$ cat config.mk
export PLATFORM = sky130hd
export DESIGN_NAME = stream_xor_cipher_flat
export DESIGN_NICKNAME = d
export VERILOG_FILES = /design/src/rtl/stream_cipher_pkg.sv /design/src/rtl/stream_xor_cipher_if.sv /design/src/rtl/ks_fifo.sv /design/src/rtl/stream_xor_cipher.sv /design/src/flat_wrapper.sv
export SDC_FILE = /design/constraint.sdc
export NUM_CORES = 1
export LEC_CHECK = 0
export CORE_ASPECT_RATIO = 1.75
export CORE_MARGIN = 2
export CORE_UTILIZATION = 48
export DETAILED_ROUTE_END_ITERATION = 10
export HOLD_SLACK_MARGIN = 0.1
export PLACE_DENSITY = 0.84
export SYNTH_ARGS = -nofsm -noshare
export SYNTH_HDL_FRONTEND = slang
export SYNTH_SLANG_ARGS = --single-unit
$ cat constraint.sdc
create_clock -name clk -period 1.8 [get_ports clk]
set_input_delay 0.36 -clock clk [delete_from_list [all_inputs] [get_ports clk]]
set_output_delay 0.36 -clock clk [all_outputs]
set_load 0.1 [all_outputs]
$ cat src/rtl/stream_cipher_pkg.sv
// Shared types and helpers for the stream XOR cipher combiner.
package stream_cipher_pkg;

  localparam int W_DEFAULT = 8;

  typedef enum logic [2:0] {
    IDLE    = 3'd0,
    FLUSH   = 3'd1,
    WAIT    = 3'd2,
    DISCARD = 3'd3,
    RUN     = 3'd4
  } state_t;

  // FIFO pointers carry one extra wrap bit so full and empty are distinguishable.
  function automatic int ptr_width(input int depth);
    return $clog2(depth) + 1;
  endfunction

endpackage

$ cat src/rtl/stream_xor_cipher_if.sv
// Keystream, input and output streams of the cipher combiner.
// Handshake rule for all three streams: a word transfers on a rising clk edge
// where valid and ready are both 1; valid never waits on ready, and a producer
// holding valid=1 keeps its data stable until that transfer happens.
interface stream_xor_cipher_if #(
  parameter int W = stream_cipher_pkg::W_DEFAULT
);
  logic         ks_valid;
  logic [W-1:0] ks_data;
  logic         ks_ready;
  logic         in_valid;
  logic [W-1:0] in_data;
  logic         in_ready;
  logic         out_valid;
  logic [W-1:0] out_data;
  logic         out_ready;

  // Source/sink side (keystream generator, text source and sink)
  modport master (
    output ks_valid, ks_data, in_valid, in_data, out_ready,
    input  ks_ready, in_ready, out_valid, out_data
  );

  // Cipher block side
  modport slave (
    input  ks_valid, ks_data, in_valid, in_data, out_ready,
    output ks_ready, in_ready, out_valid, out_data
  );
endinterface

$ cat src/rtl/ks_fifo.sv
// Keystream buffer: synchronous FIFO with a synchronous clear.
// Pointers wrap modulo 2*DEPTH; the MSB distinguishes full from empty.
module ks_fifo
  import stream_cipher_pkg::*;
#(
  parameter int W     = W_DEFAULT,
  parameter int DEPTH = 4
) (
  input  logic         clk,
  input  logic         rst,
  input  logic         clear,
  input  logic         push,
  input  logic [W-1:0] push_data,
  input  logic         pop,
  output logic [W-1:0] head,
  output logic         full,
  output logic         empty
);
  localparam int PW = ptr_width(DEPTH);
  localparam int AW = PW - 1;

  logic [PW-1:0] wr_ptr;
  logic [PW-1:0] rd_ptr;
  logic [W-1:0]  mem [DEPTH];
  logic          do_push;
  logic          do_pop;

  assign empty   = (wr_ptr == rd_ptr);
  assign full    = (wr_ptr[AW-1:0] == rd_ptr[AW-1:0]) && (wr_ptr[AW] != rd_ptr[AW]);
  assign head    = mem[rd_ptr[AW-1:0]];
  assign do_push = push && !full;
  assign do_pop  = pop && !empty;

  // Pointer update; clear drops all buffered words
  always_ff @(posedge clk) begin
    if (rst || clear) begin
      wr_ptr <= '0;
      rd_ptr <= '0;
    end else begin
      if (do_push) wr_ptr <= wr_ptr + PW'(1);
      if (do_pop)  rd_ptr <= rd_ptr + PW'(1);
    end
  end

  // Storage write; contents are don't-care until pushed
  always_ff @(posedge clk) begin
    if (do_push) mem[wr_ptr[AW-1:0]] <= push_data;
  end

endmodule

$ cat src/rtl/stream_xor_cipher.sv
// Stream-cipher combiner: buffers keystream words, drops the first DROP_N
// of each session, then XORs each data word with the next keystream word.
// Optional statistics outputs under STREAM_XOR_CIPHER_STATS_EN.
module stream_xor_cipher
  import stream_cipher_pkg::*;
#(
  parameter int W      = W_DEFAULT,
  parameter int DEPTH  = 4,
  parameter int DROP_N = 0
) (
  input  logic                      clk,
  input  logic                      rst,
  input  logic                      start,
  input  logic                      ks_init_done,
  stream_xor_cipher_if.slave        bus,
  output logic                      busy,
`ifdef STREAM_XOR_CIPHER_STATS_EN
  output logic [31:0]               word_count,
  output logic [7:0]                ks_dropped,
`endif
  output state_t                    state
);
  state_t       state_q;
  state_t       state_d;
  logic [7:0]   drop_cnt;
  logic         fifo_full;
  logic         fifo_empty;
  logic [W-1:0] fifo_head;
  logic         ks_hs;
  logic         in_hs;
  logic         out_hs;

  assign bus.ks_ready = (state_q == DISCARD) || ((state_q == RUN) && !fifo_full);
  assign bus.in_ready = (state_q == RUN) && !fifo_empty && (!bus.out_valid || bus.out_ready);
  assign ks_hs  = bus.ks_valid && bus.ks_ready;
  assign in_hs  = bus.in_valid && bus.in_ready;
  assign out_hs = bus.out_valid && bus.out_ready;
  assign busy   = (state_q != IDLE);
  assign state  = state_q;

  ks_fifo #(.W(W), .DEPTH(DEPTH)) u_ks_fifo (
    .clk       (clk),
    .rst       (rst),
    .clear     (state_q == FLUSH),
    .push      (ks_hs && (state_q == RUN)),
    .push_data (bus.ks_data),
    .pop       (in_hs),
    .head      (fifo_head),
    .full      (fifo_full),
    .empty     (fifo_empty)
  );

  // State register
  always_ff @(posedge clk) begin
    if (rst) state_q <= IDLE;
    else     state_q <= state_d;
  end

  // Next-state: start restarts the session from any state
  always_comb begin
    state_d = state_q;
    case (state_q)
      IDLE:    state_d = IDLE;
      FLUSH:   state_d = WAIT;
      WAIT:    if (ks_init_done) state_d = (DROP_N > 0) ? DISCARD : RUN;
      DISCARD: if (ks_hs && (drop_cnt == 8'd1)) state_d = RUN;
      RUN:     state_d = RUN;
      default: state_d = IDLE;
    endcase
    if (start) state_d = FLUSH;
  end

  // Discard counter: loaded per session, counts down on dropped words
  always_ff @(posedge clk) begin
    if (rst)                               drop_cnt <= 8'd0;
    else if (state_q == FLUSH)             drop_cnt <= 8'(DROP_N);
    else if (state_q == DISCARD && ks_hs)  drop_cnt <= drop_cnt - 8'd1;
  end

  // Output register: a pending word survives a restart until consumed
  always_ff @(posedge clk) begin
    if (rst) begin
      bus.out_valid <= 1'b0;
      bus.out_data  <= '0;
    end else if (in_hs) begin
      bus.out_valid <= 1'b1;
      bus.out_data  <= bus.in_data ^ fifo_head;
    end else if (bus.out_ready) begin
      bus.out_valid <= 1'b0;
    end
  end

`ifdef STREAM_XOR_CIPHER_STATS_EN
  // Session statistics; word_count saturates instead of wrapping
  always_ff @(posedge clk) begin
    if (rst || state_q == FLUSH) begin
      word_count <= 32'd0;
      ks_dropped <= 8'd0;
    end else begin
      if (out_hs && (word_count != 32'hFFFF_FFFF)) word_count <= word_count + 32'd1;
      if (state_q == DISCARD && ks_hs)             ks_dropped <= ks_dropped + 8'd1;
    end
  end
`else
  logic unused_out_hs;
  assign unused_out_hs = out_hs;
`endif

endmodule

$ cat src/flat_wrapper.sv
// flat-port wrapper written by rule: the top's interface ports become plain ports
module stream_xor_cipher_flat import stream_cipher_pkg::*;
#(
  parameter int W      = W_DEFAULT,
  parameter int DEPTH  = 4,
  parameter int DROP_N = 0
)
  (clk, rst, start, ks_init_done, busy, state, bus_ks_valid, bus_ks_data, bus_in_valid, bus_in_data, bus_out_ready, bus_ks_ready, bus_in_ready, bus_out_valid, bus_out_data);
  stream_xor_cipher_if #(.W(W)) bus_i ();
  input  logic clk;
  input  logic rst;
  input  logic start;
  input  logic ks_init_done;
  output logic busy;
  output state_t state;
  input wire logic [$bits(bus_i.ks_valid)-1:0] bus_ks_valid;
  input wire logic [$bits(bus_i.ks_data)-1:0] bus_ks_data;
  input wire logic [$bits(bus_i.in_valid)-1:0] bus_in_valid;
  input wire logic [$bits(bus_i.in_data)-1:0] bus_in_data;
  input wire logic [$bits(bus_i.out_ready)-1:0] bus_out_ready;
  output wire logic [$bits(bus_i.ks_ready)-1:0] bus_ks_ready;
  output wire logic [$bits(bus_i.in_ready)-1:0] bus_in_ready;
  output wire logic [$bits(bus_i.out_valid)-1:0] bus_out_valid;
  output wire logic [$bits(bus_i.out_data)-1:0] bus_out_data;
  assign bus_i.ks_valid = bus_ks_valid;
  assign bus_i.ks_data = bus_ks_data;
  assign bus_i.in_valid = bus_in_valid;
  assign bus_i.in_data = bus_in_data;
  assign bus_i.out_ready = bus_out_ready;
  assign bus_ks_ready = bus_i.ks_ready;
  assign bus_in_ready = bus_i.in_ready;
  assign bus_out_valid = bus_i.out_valid;
  assign bus_out_data = bus_i.out_data;
  stream_xor_cipher #(.W(W), .DEPTH(DEPTH), .DROP_N(DROP_N)) u_core (.clk(clk), .rst(rst), .start(start), .ks_init_done(ks_init_done), .bus(bus_i), .busy(busy), .state(state));
endmodule
==> results by stage <==
Logic synthesis:
- The count of flip-flops with a built-in enable after synthesis is 32.
- The Yosys step of the flow raised 0 warnings.
- The simple-gate portion of the synthesized area is 12.1%.
- The xor/xnor cell area share of the yosys netlist is ~6.2%.
- After synthesis, the share of flip-flops with an asynchronous set or reset is 0%.
- The net count after synthesis is 215.
- The cell area after synthesis is approximately 2500 um^2.
- Summing the sequential cell areas from Yosys gives 60.2% of the chip area.
- The number of flip-flops and latches in the synthesized netlist is 60.
- The share of the synthesized area in compound gates (AO/OA/AOI/OAI) is 6.39%.
- The count of unique library cells instantiated by Yosys is 40.
- Of the post-synthesis cell area, the part taken by muxes is 9.56%.
- The adder and majority cell fraction of the synthesized area is 3.47%.
- By area, the combinational part of the netlist is dominated by simple AND/OR/NAND/NOR gates.
- In the synthesized netlist the dominant register cell turns out to be sky130_fd_sc_hd__edfxtp_1.
- Synthesis handed over a netlist of between 150 and 200 instances.
- Averaged over all synthesized cells, the footprint is between 10 and 15 um^2.

Routing:
- The first-iteration detailed-routing DRC count is 38.
- The first TritonRoute pass finished after 7 iterations.
- The DRC violation count after routing is 5.
- Detailed routing inserted a total of around 1700 vias.
- The detail route stage leaves a number of antenna-violating nets equal to 0.
- After detailed routing, the number of vias per cell comes to 5.43.
- After detailed routing, the average wire length per cell comes to 16.8 um.
- For this block, the routed nets add up to 5280 um of wire.

GRT:
- met2 is the most crowded layer.
- The global routing usage on met3 is 5.80%.
- The number of global-route vias before repair is 1844.
- The wire length of the first global-routing pass is roughly 8400 um.
- For this run, global-route usage on met1 was measured as ~20%.
- The initial antenna violation count is 0.
- The remaining global-route overflow is 0.
- Across every metal layer, demand over resource in global routing totals 19.7%.
- The pin count of the biggest net entering global routing is 11.
- For met2 alone, demand over resource in global routing was about 36%.

STA:
- The worst max-slew margin expressed relative to the limit is 71.7%.
- The count of final hold-check violations is 0.
- In the post-route analysis, the smallest setup slack over all paths is -0.0546 ns.
- The fraction of the cycle the final worst path needs is 103%.
- The number of endpoints failing setup at the final stage is 2.
- The clock arrives with 0.00593 ns of skew.
- The max-slew violation total from the final report was 0.
- Based on the critical path, the design can be clocked at up to 0.539 GHz.
- The slew at the pin closest to its max-slew limit is approximately 0.42 ns.
- The final period demand of the worst path is 1.85 ns.
- The tightest hold margin is approximately 0.49 ns.
- Setup repair after global routing could not meet its margin everywhere.

Pwr:
- IR analysis of the VDD net gives a maximum drop of 1.05 mV.
- The total power of the final layout is 2.91 mW.
- The reported leakage power is 1.30 nW.
- For this design the ratio of total power to cell area is 808 nW/um^2.

Worst setup path:
- The kind of start point of the critical path is a flip-flop.
- The largest delay contributor family on the critical path is flip-flops.
- The endpoint class of the critical path is a primary output.
- The critical path goes through xor2_2 -> buf_4 -> and3_4 -> o21ai_4 -> buf_12.
- The critical path contains buffers and inverters numbering 2 combined.
- Along the worst path, the maximum fanout reaches 3.
- For the worst setup path, the data required time is 1.44 ns.
- The path type of the worst setup path is reg2out.
- On the worst path, the slowest cell contributes a delay of 0.34 ns.
- STA puts the critical path data arrival time at 1.49 ns.
- For this design, the slowest cell found on the critical path is sky130_fd_sc_hd__dfxtp_2.

Floorplan:
- The floorplan has 35 rows.
- The floorplan step defined a die boundary enclosing 5880 um^2.
- Once the floorplan was initialized, standard cells occupied between 40 and 50% of the core.
- During I/O placement, the number of pins put on the boundary was 38.
- The placeable core region is 5170 um^2.
- From bottom edge to top edge, the die measures 100 um.
- The chip width is 58.8 um.

Placement:
- Before CTS, the worst setup slack after placement is -0.0836 ns.
- The quantity of I/O buffers inserted on ports is 37.
- The sum of net half-perimeters after detailed placement is 3640 um.
- The congestion estimate from routability-driven global placement came to ~0.7.

Clock tree:
- The count of hold buffers inserted by post-cts repair is 0.
- The number of buffers inserted during clock tree synthesis is 9.
- The H-tree generated during clock tree synthesis spans 3 levels.
- CTS saw 60 sinks.
- The root buffer cell is sky130_fd_sc_hd__clkbuf_8.
- The CTS tree is done.
- The worst-case clock buffer depth is 2.
- The clock-pin slew on the worst setup and hold paths is 0.06 ns.
- Clock latency on the worst-skew pair, taken at its later pin, is 0.34 ns.

Final layout:
- The library cell used most frequently in the layout, excluding fill and tap cells, is sky130_fd_sc_hd__edfxtp_1.
- The net count of the finished layout is 285.
- From synthesis to final layout, the design area changed by 42.5%.
- The antenna diode count is 0.
- The flip-flop and latch area is 1540 um^2.
- The library cells used most frequently in the layout, excluding fill and tap cells, are 32 x sky130_fd_sc_hd__edfxtp_1, 24 x sky130_fd_sc_hd__buf_4, 22 x sky130_fd_sc_hd__clkdlybuf4s50_1.
- After filler insertion, the fill cell instance count of the layout stands at around 330.
- The total area of multi-input combinational cells is a little over 1000 um^2.
- The proportion of layout cells with a drive suffix above 1 is 34.2%.

Status:
- The flow ran to the end, but the final reports show violations.
- The checks that failed: DRC, setup timing.

Worst hold path:
- The class of the tightest hold or removal check is reg2reg.

Job:
- The number of max-cap violations is 0.
## stage by stage
stage               setup TNS [ns]  util, %  instances  instance area, um^2
global placement             -1.16     62.7        286                 3240
floorplan                    -2.72        -        185                 2560
global route                 -1.52     69.7        315                 3600
detailed placement           -2.30     62.7        286                 3240
finish                     -0.0719     69.7        315                 3600
CTS                         -0.100     69.2        313                 3570
## cell usage after synthesis (2+ instances only)
master	count	area [um^2]
sky130_fd_sc_hd__a21oi_1	4	20.0
sky130_fd_sc_hd__inv_1	6	22.5
sky130_fd_sc_hd__xor2_1	6	52.6
sky130_fd_sc_hd__o2bb2ai_1	8	70.1
sky130_fd_sc_hd__and3_1	2	12.5
sky130_fd_sc_hd__nand3_1	4	20.0
sky130_fd_sc_hd__nor3b_1	2	15.0
sky130_fd_sc_hd__clkbuf_1	4	15.0
sky130_fd_sc_hd__mux2i_1	5	50.1
sky130_fd_sc_hd__o31ai_1	2	15.0
sky130_fd_sc_hd__xnor2_1	12	105
sky130_fd_sc_hd__nand3b_1	2	15.0
sky130_fd_sc_hd__and2_2	3	22.5
sky130_fd_sc_hd__dfxtp_1	28	561
sky130_fd_sc_hd__ha_1	7	87.6
sky130_fd_sc_hd__nor2_1	15	56.3
sky130_fd_sc_hd__or3_1	3	18.8
sky130_fd_sc_hd__nor3_1	3	15.0
sky130_fd_sc_hd__mux4_2	8	180
sky130_fd_sc_hd__edfxtp_1	32	961
sky130_fd_sc_hd__nand2_1	9	33.8
sky130_fd_sc_hd__nor4_1	2	12.5
## registers in the layout, indices dropped and copies added (netlist names), named ones only
| name | cells |
|---|---|
| u_core.u_ks_fifo.mem | 32 |
| u_core.bus.out_data | 8 |
| u_core.drop_cnt | 8 |
| u_core.state | 3 |
| u_core.u_ks_fifo.rd_ptr | 3 |
| u_core.u_ks_fifo.wr_ptr | 3 |
| u_core.bus.out_valid | 1 |
## worst register-to-register path: stages (launching register included)
cell and delay, ns:
sky130_fd_sc_hd__dfxtp_4 0.35, sky130_fd_sc_hd__or3b_4 0.40, sky130_fd_sc_hd__buf_6 0.14, sky130_fd_sc_hd__a311oi_4 0.31, sky130_fd_sc_hd__and2_4 0.28
## cell type report
cell class | count | share of cell area [%]
Sequential cell | 60 | 42.7
Tap cell | 55 | 1.91
Multi-Input combinational cell | 114 | 28.6
Clock buffer | 10 | 3.54
Clock inverter | 6 | 2.19
Timing Repair Buffer | 64 | 20.4
Inverter | 6 | 0.625
## where the power goes
group | internal (mW) | leakage [nW] | switching (mW)
clock network | 0.765 | 0.0990 | 0.501
logic | 0.104 | 0.684 | 0.0973
registers | 1.44 | 0.518 | 0.00382
total | 2.31 | 1.30 | 0.602
## path summary, 6_finish.rpt
| check | cells past startpoint | slack (ns) | from | endpoint |
|---|---|---|---|---|
| max | 5 | -0.05 | u_core.u_ks_fifo.wr_ptr[2]$_SDFFE_PP0N_ | bus_ks_ready |
| min | 2 | 0.49 | u_core.u_ks_fifo.wr_ptr[2]$_SDFFE_PP0N_ | u_core.u_ks_fifo.wr_ptr[2]$_SDFFE_PP0N_ |
| max reg2reg | 4 | 0.02 | u_core.state[2]$_SDFFE_PP0P_ | u_core.u_ks_fifo.mem[0][5]$_DFFE_PP_ |
| min reg2reg | 2 | 0.49 | u_core.u_ks_fifo.wr_ptr[2]$_SDFFE_PP0N_ | u_core.u_ks_fifo.wr_ptr[2]$_SDFFE_PP0N_ |
## kinds of logic (layout without fill, tap and decap cells)
family,after synthesis,in the layout
xor+xnor,18,18
buf+inv,12,86
simple gates,55,56
mux,14,14
compound gates,19,19
fa+ha+maj,7,7
flops,60,60
## timing repair
action                     in CTS  in global routing
resized for setup              12                  3
buffers inserted               11                  1
pin swaps                       7                  2
cloned                          0                  1
setup endpoints to repair       3                 35
## routing by layer
layer / vias up / share of wire [%]
met1: 824 / 35
met2: 54 / 58
met3: 8 / 5.4
li1: 823 / -
met5: - / 0
met4: 0 / 1.8
Power figures use the tool's default switching activity.
